--- config.mk ---
export PLATFORM = sky130hd
export DESIGN_NAME = decoder
export DESIGN_NICKNAME = d
export VERILOG_FILES = /design/src/rtl/decoder_pkg.sv /design/src/rtl/decoder_imm_gen.sv /design/src/rtl/decoder.sv
export SDC_FILE = /design/constraint.sdc
export NUM_CORES = 1
export LEC_CHECK = 0
export CORE_MARGIN = 3
export CORE_UTILIZATION = 42
export CTS_BUF_LIST = sky130_fd_sc_hd__clkbuf_2
export CTS_CLUSTER_SIZE = 10
export DETAILED_ROUTE_END_ITERATION = 12
export PLACE_DENSITY = 0.79
export SLEW_MARGIN = 20
export SYNTH_ARGS = -nofsm -noshare
export SYNTH_HDL_FRONTEND = slang
export SYNTH_SLANG_ARGS = --single-unit
--- constraint.sdc ---
create_clock -name clk -period 3.34 [get_ports clk]
set_input_delay 1.002 -clock clk [delete_from_list [all_inputs] [get_ports clk]]
set_output_delay 1.002 -clock clk [all_outputs]
set_load 0.02 [all_outputs]
--- src/rtl/decoder_pkg.sv ---
// Shared RV32I decode definitions: instruction classes, ALU operations and
// opcode constants, also consumed by the execute stage.
package decoder_pkg;

  typedef enum logic [3:0] {
    CLS_ALU,
    CLS_ALU_IMM,
    CLS_LOAD,
    CLS_STORE,
    CLS_BRANCH,
    CLS_JAL,
    CLS_JALR,
    CLS_LUI,
    CLS_AUIPC,
    CLS_SYSTEM,
    CLS_ILLEGAL
  } instr_class_e;

  typedef enum logic [3:0] {
    ALU_ADD,
    ALU_SUB,
    ALU_SLL,
    ALU_SLT,
    ALU_SLTU,
    ALU_XOR,
    ALU_SRL,
    ALU_SRA,
    ALU_OR,
    ALU_AND,
    ALU_EQ,
    ALU_NE,
    ALU_LT,
    ALU_GE,
    ALU_LTU,
    ALU_GEU
  } alu_op_e;

  localparam logic [6:0] OPC_LUI    = 7'b0110111;
  localparam logic [6:0] OPC_AUIPC  = 7'b0010111;
  localparam logic [6:0] OPC_JAL    = 7'b1101111;
  localparam logic [6:0] OPC_JALR   = 7'b1100111;
  localparam logic [6:0] OPC_BRANCH = 7'b1100011;
  localparam logic [6:0] OPC_LOAD   = 7'b0000011;
  localparam logic [6:0] OPC_STORE  = 7'b0100011;
  localparam logic [6:0] OPC_OP_IMM = 7'b0010011;
  localparam logic [6:0] OPC_OP     = 7'b0110011;
  localparam logic [6:0] OPC_SYSTEM = 7'b1110011;

  localparam logic [6:0] FUNCT7_BASE = 7'b0000000;
  localparam logic [6:0] FUNCT7_ALT  = 7'b0100000;

  // Integer op from funct3; alt selects SUB/SRA over ADD/SRL.
  function automatic alu_op_e alu_from_funct3(input logic [2:0] funct3, input logic alt);
    case (funct3)
      3'b000:  return alt ? ALU_SUB : ALU_ADD;
      3'b001:  return ALU_SLL;
      3'b010:  return ALU_SLT;
      3'b011:  return ALU_SLTU;
      3'b100:  return ALU_XOR;
      3'b101:  return alt ? ALU_SRA : ALU_SRL;
      3'b110:  return ALU_OR;
      default: return ALU_AND;
    endcase
  endfunction

  function automatic logic class_writes_rd(input instr_class_e cls);
    case (cls)
      CLS_ALU, CLS_ALU_IMM, CLS_LOAD, CLS_JAL, CLS_JALR, CLS_LUI, CLS_AUIPC: return 1'b1;
      default: return 1'b0;
    endcase
  endfunction

endpackage

--- src/rtl/decoder_imm_gen.sv ---
// Combinational immediate extraction; the class selects the RV32I format.
// Opcode bits are not needed, so only instr[31:7] is taken.
module imm_gen
  import decoder_pkg::*;
(
  input  logic [31:7] instr,
  input  logic [3:0]  instr_class,
  output logic [31:0] imm
);

  instr_class_e cls;
  assign cls = instr_class_e'(instr_class);

  // NOTE: every always_comb output gets a default first so no path can infer a latch.
  always_comb begin
    imm = '0;
    case (cls)
      CLS_ALU_IMM, CLS_LOAD, CLS_JALR:
        imm = {{20{instr[31]}}, instr[31:20]};
      CLS_STORE:
        imm = {{20{instr[31]}}, instr[31:25], instr[11:7]};
      CLS_BRANCH:
        imm = {{19{instr[31]}}, instr[31], instr[7], instr[30:25], instr[11:8], 1'b0};
      CLS_LUI, CLS_AUIPC:
        imm = {instr[31:12], 12'b0};
      CLS_JAL:
        imm = {{11{instr[31]}}, instr[31], instr[19:12], instr[20], instr[30:21], 1'b0};
      default:
        imm = '0;
    endcase
  end

endmodule

--- src/rtl/decoder.sv ---
// Single-cycle RV32I instruction decoder: captures pc/instr_raw on an enabled
// pulse and holds the decoded fields until the next pulse.
module decoder
  import decoder_pkg::*;
(
  input  logic        clk,
  input  logic        rst,
  input  logic        enabled,
  input  logic [31:0] pc,
  input  logic [31:0] instr_raw,
  output logic        completed,
  output logic [31:0] pc_out,
  output logic [4:0]  rd,
  output logic [4:0]  rs1,
  output logic [4:0]  rs2,
  output logic [31:0] imm,
  output logic [3:0]  instr_class,
  output logic [3:0]  alu_op,
  output logic [2:0]  funct3,
  output logic        reg_we
);

  typedef enum logic {S_IDLE, S_DONE} state_e;

  state_e       state;
  instr_class_e dec_cls;
  alu_op_e      dec_op;
  logic [31:0]  dec_imm;
  logic         dec_we;

  logic [6:0] opcode;
  logic [6:0] funct7;
  logic [2:0] f3;

  assign opcode = instr_raw[6:0];
  assign funct7 = instr_raw[31:25];
  assign f3     = instr_raw[14:12];

  always_comb begin
    dec_cls = CLS_ILLEGAL;
    dec_op  = ALU_ADD;
    if (instr_raw[1:0] == 2'b11) begin
      case (opcode)
        OPC_OP: begin
          if (funct7 == FUNCT7_BASE ||
              (funct7 == FUNCT7_ALT && (f3 == 3'b000 || f3 == 3'b101))) begin
            dec_cls = CLS_ALU;
            dec_op  = alu_from_funct3(f3, funct7[5]);
          end
        end
        OPC_OP_IMM: begin
          // Only the shift-immediates constrain funct7; addi never becomes SUB.
          if (!(f3 == 3'b001 && funct7 != FUNCT7_BASE) &&
              !(f3 == 3'b101 && funct7 != FUNCT7_BASE && funct7 != FUNCT7_ALT)) begin
            dec_cls = CLS_ALU_IMM;
            dec_op  = alu_from_funct3(f3, (f3 == 3'b101) && instr_raw[30]);
          end
        end
        OPC_BRANCH: begin
          dec_cls = CLS_BRANCH;
          case (f3)
            3'b000:  dec_op = ALU_EQ;
            3'b001:  dec_op = ALU_NE;
            3'b100:  dec_op = ALU_LT;
            3'b101:  dec_op = ALU_GE;
            3'b110:  dec_op = ALU_LTU;
            3'b111:  dec_op = ALU_GEU;
            default: begin
              dec_cls = CLS_ILLEGAL;
              dec_op  = ALU_ADD;
            end
          endcase
        end
        OPC_LOAD:   dec_cls = CLS_LOAD;
        OPC_STORE:  dec_cls = CLS_STORE;
        OPC_JAL:    dec_cls = CLS_JAL;
        OPC_JALR:   dec_cls = CLS_JALR;
        OPC_LUI:    dec_cls = CLS_LUI;
        OPC_AUIPC:  dec_cls = CLS_AUIPC;
        OPC_SYSTEM: dec_cls = CLS_SYSTEM;
        default:    dec_cls = CLS_ILLEGAL;
      endcase
    end
  end

  assign dec_we = class_writes_rd(dec_cls) && (instr_raw[11:7] != 5'd0);

  imm_gen u_imm_gen (
    .instr       (instr_raw[31:7]),
    .instr_class (dec_cls),
    .imm         (dec_imm)
  );

  // NOTE: sequential state uses non-blocking assignments so every register samples pre-edge values.
  always_ff @(posedge clk or posedge rst) begin
    if (rst) begin
      state       <= S_IDLE;
      pc_out      <= '0;
      rd          <= '0;
      rs1         <= '0;
      rs2         <= '0;
      imm         <= '0;
      instr_class <= CLS_ILLEGAL;
      alu_op      <= ALU_ADD;
      funct3      <= '0;
      reg_we      <= 1'b0;
    end else if (enabled) begin
      state       <= S_DONE;
      pc_out      <= pc;
      rd          <= instr_raw[11:7];
      rs1         <= instr_raw[19:15];
      rs2         <= instr_raw[24:20];
      imm         <= dec_imm;
      instr_class <= dec_cls;
      alu_op      <= dec_op;
      funct3      <= f3;
      reg_we      <= dec_we;
    end
  end

  // Masked while a new capture is in flight so consumers never see a stale result.
  assign completed = (state == S_DONE) && !enabled;

endmodule

Word-level counts from Yosys, hierarchy flattened
Index checks and enable logic that the tools add are counted.

cells by class
  reduce and logical (&&, ||, !) cells = 22
  multiplexer cells = 18
  eq/ne operators = 28

operator list
  kind                                                                      number
  32-bit case mux with 5 select lines                                       1
  4-bit case mux with 7 select lines                                        2
  4-bit case mux with 10 select lines                                       1
  7-bit by 6-bit equality test with 1-bit output (second input constant)    4
  7-bit equality test (second input constant)                               4
  4-bit 2-to-1 mux                                                          7
  4-bit case mux with 6 select lines                                        1
  4-bit by 3-bit equality test with 1-bit output (second input constant)    4
  7-bit by 5-bit equality test with 1-bit output (second input constant)    2
  3-bit equality test (second input constant)                               4
  4-bit case mux with 3 select lines                                        1
  4-bit by 2-bit equality test with 1-bit output (second input constant)    2
  1-bit logical AND                                                         8
  7-bit by 2-bit equality test with 1-bit output (second input constant)    1
  7-bit logical NOT                                                         1
  7-bit by 6-bit inequality test with 1-bit output (second input constant)  1
  7-bit nonzero test                                                        1
  7-bit OR reduction                                                        1
  3-bit by 2-bit equality test with 1-bit output (second input constant)    2
  6-bit OR reduction                                                        1
  1-bit 2-to-1 mux                                                          5
  5-bit nonzero test                                                        1
  4-bit by 1-bit equality test with 1-bit output (second input constant)    1
  4-bit equality test (second input constant)                               1
  8 further kinds                                                           11

word-level totals
  logic and storage cells = 78
  register bits = 92

Depth between registers and ports, before layout
  depth in word-level cells = 12
  gate-level depth with buffers = 9
  mapped depth without buffers = 7

Cells and area by module
Synthesis repeated with hierarchy kept, for this count alone.

second synthesis, totals
  cells, all modules = 363
  area, all modules = 4,461.8 µm²

modules (own cells, without submodules)
  module   sequential area each (µm²)  instances  cells each  area an instance (µm²)
  decoder  2,304.7                     1          293         3,952.5
  imm_gen  0.0                         1          70          509.2

Worst setup path after synthesis
No wires, ideal clock.

  path kind = input to output
  from = input port enabled
  to = output port completed
  buffers on the path = 2
  arrival time = 1.748 ns
  setup slack = 0.590 ns
  data required time = 2.338 ns
  stages on the path = 3
  path through = clkbuf_1 clkbuf_1 nor2b_1

between the ends
  cells in the longest elaborated chain, start to end = 2

ends and longest elaborated chain
  what               RTL line        source
  from (decl)        decoder.sv:8    input logic enabled,
  1-bit logical NOT  decoder.sv:122  assign completed = (state == S_DONE) && !enabled;
  1-bit logical AND  decoder.sv:122
  to (decl)          decoder.sv:11   output logic completed,

No other way between the ends.

Worst setup path in the final report
Same ends and word-level chain as after synthesis.

==> flow_metrics.env <==
export IMPL_track_usage_pct=19.7
export IMPL_period_needed_ns=2.90
export IMPL_area_growth_pct=47.1
export IMPL_grt_pass1_vias=3594
export IMPL_first_pass_iters=4
export IMPL_vias=3609
export IMPL_clk_latency_ns=0.55
export IMPL_grt_max_degree=65
export IMPL_synth_seq_cells=92
export IMPL_cts_clk_slew_worst_paths_ns=0.24
export IMPL_io_buffers=158
export IMPL_hpwl_um=8590
export IMPL_drcViolationCount=0
export IMPL_vias_per_cell=5.19
export IMPL_timing_rr_end="instr_class[1]"
export IMPL_critPathMaxStageDelay_ns=0.63
export IMPL_wire_per_inst_um=16.3
export IMPL_reg2reg_slack_ns=2.49
export IMPL_synth_enable_flop_cells=0
export IMPL_synth_common_cells="dfrtp_1 (90), mux2_2 (50), nor2_1 (30), inv_1 (28), nand2_1 (23)"
export IMPL_post_cts_resize_count=0
export IMPL_post_route_util_pct=64.7
export IMPL_path_max_fanout=2
export IMPL_cts_made_buffers=9
export IMPL_synthArstFlopShare_pct=100
export IMPL_seq_area_um2=2300
export IMPL_worstSetupEndpointType="output pin"
export IMPL_root_buffer="clkbuf_2"
export IMPL_ys_seq_area_share_pct=52.9
export IMPL_initial_utilization_pct=44.0
export IMPL_cts_tree="yes"
export IMPL_cts_setup_buffers=0
export IMPL_syn_nets=444
export IMPL_relSlewSlack_pct=49.0
export IMPL_drv_cap=0
export IMPL_yosysUniqueCellTypes=60
export IMPL_hold_depth=1
export IMPL_antenna_found_initial=0
export IMPL_ctsHoldBuffers=0
export IMPL_cp_data_arrival_time_ns=1.90
export IMPL_synth_top_area_share_pct=51.7
export IMPL_worstHoldEndpoint="state"
export IMPL_power_density_nw_per_um2=370
export IMPL_max_slew_worst_pin_slew_ns=0.765
export IMPL_placed_cell_area_um2=6300
export IMPL_cts_sinks=92
export IMPL_final_cells=696
export IMPL_nets=625
export IMPL_stdcell_area_um2=6410
export IMPL_rows=36
export IMPL_synthesis_area_um2=4360
export IMPL_yosys_warnings=0
export IMPL_die_height_um=108
export IMPL_fp_coreArea_um2=9910
export IMPL_drt_iter0_markers=221
export IMPL_hp_start="state"
export IMPL_synthTopCellsByArea="dfrtp_1 (52%), mux2_2 (13%), a31oi_2 (2.9%)"
export IMPL_drv_slew=0
export IMPL_max_freq_mhz=345
export IMPL_skew_ns=0
export IMPL_crit_path_start_kind="input pin"
export IMPL_multi_input_area_um2=1810
export IMPL_pin_count=159
export IMPL_hold_viol=0
export IMPL_cp_required_ns=2.34
export IMPL_yosys_area_top_type="dfrtp_1"
export IMPL_n_fill_cell=805
export IMPL_p_leak_uw=0.00258
export IMPL_worstRegToRegCells=2
export IMPL_ir_drop_uv=227
export IMPL_avgSynthCellArea_um2=11.6
export IMPL_setup_violations=0
export IMPL_slowest_stage="clkdlybuf4s50_1"
export IMPL_drt_total_wl_um=11300
export IMPL_fp_dieW_um=108
export IMPL_fin_crit_sh_pct=86.9
export IMPL_gp_congestion=0.876
export IMPL_fp_dieArea_um2=11600
export IMPL_crit_type="input pin to output pin"
export IMPL_grt_pass1_wl_um=18000
export IMPL_h_tree_depth=3
export IMPL_grt_overflow_total=0
export IMPL_drive_gt1_share_pct=25.2
export IMPL_min_path_type="flop to flop"
export IMPL_syn_inst=377
export IMPL_antennaDiodeCount=0
export IMPL_synth_ff_type="dfrtp_1"
export IMPL_status="completed"
export IMPL_r2r_start="instr_class[1]"
export IMPL_dp_cells=680
export IMPL_rsz0062_at_grt="no"
export IMPL_cts_buffer_depth=2
export IMPL_crit_chain="buf_4 > nor2b_1 > clkdlybuf4s50_1"
export IMPL_yosysMostFrequentCell="dfrtp_1"
export IMPL_ant_nets=0
-- worst max path at each step --
stage / to / cells past startpoint / slack [ns] / startpoint
final: completed / 3 / 0.44 / enabled
after CTS: completed / 3 / 0.42 / enabled
after global placement: imm[11] / 10 / -0.08 / instr_raw[26]
after floorplan: completed / 3 / 0.59 / enabled
after detailed placement: imm[11] / 10 / -0.14 / instr_raw[26]
after global routing: imm[11] / 10 / 0.40 / instr_raw[26]
-- per-stage QoR --
stage / setup WS [ns] / TNS [ns] / hold slack, ns / power, uW
after floorplan: 0.590 / 0 / 0.431 / 1550
after global placement: -0.0785 / -0.470 / 0.443 / 1860
after detailed placement: -0.137 / -2.01 / 0.447 / 1880
after CTS: 0.423 / 0 / 0.497 / 2390
after global routing: 0.400 / 0 / 0.525 / 2490
final: 0.437 / 0 / 0.494 / 2370
-- report_power, final --
group | switching, uW | total (uW) | internal (uW)
logic | 290 | 613 | 323
clock network | 410 | 520 | 110
registers | 43.3 | 1240 | 1200
total | 743 | 2370 | 1630
-- sequential cells by signal (all words and copies together) (netlist names) --
signal	cells
funct3	3
state	1
rs2	5
rd	5
rs1	5
imm	32
instr_class	4
reg_we	1
pc_out	32
alu_op	4
-- cell type report --
type	instances	area share [%]
flip-flops and latches	92	36.0
clock buffers	9	0.703
multi-input cells	230	28.2
inverters	29	1.76
well taps	133	2.60
repair buffers	196	29.9
clock inverters	7	0.898
-- layer usage --
layer	GRT usage [%]	wire (um)	up-vias
li1	-	-	1707
met1	26.3	4870	1760
met2	29.7	5330	130
met3	7.50	987	12
met4	6.04	138	0
met5	0	0	-
-- cells in the final DEF (no fill, tap or decap), types with 5 or more instances in the layout --
master	instances
a211oi_1	8
a21oi_1	11
a22oi_1	5
a31oi_1	7
a31oi_2	10
buf_4	35
clkbuf_2	9
clkdlybuf4s50_1	157
dfrtp_1	90
inv_1	27
mux2_2	50
nand2_1	23
nor2_1	30
o21ai_0	5
o22ai_1	13
o22ai_2	9
-- worst max-delay path, delay by kind of cell --
family | cells | cell delay (ns)
buffers and inverters | 2 | 0.75
and+or+nand+nor | 1 | 0.15
-- logic make-up (layout without fill, tap and decap cells) --
kind of cell,Yosys count,in the layout,synth area share (%)
flip-flops,92,92,52.9
AO/OA/AOI/OAI,91,91,17.7
buffers and inverters,55,241,5.60
AND/OR/NAND/NOR,86,86,10.2
XOR/XNOR,2,2,0.402
multiplexers,51,51,13.2
Note: power is estimated with default switching activity, not from simulation.
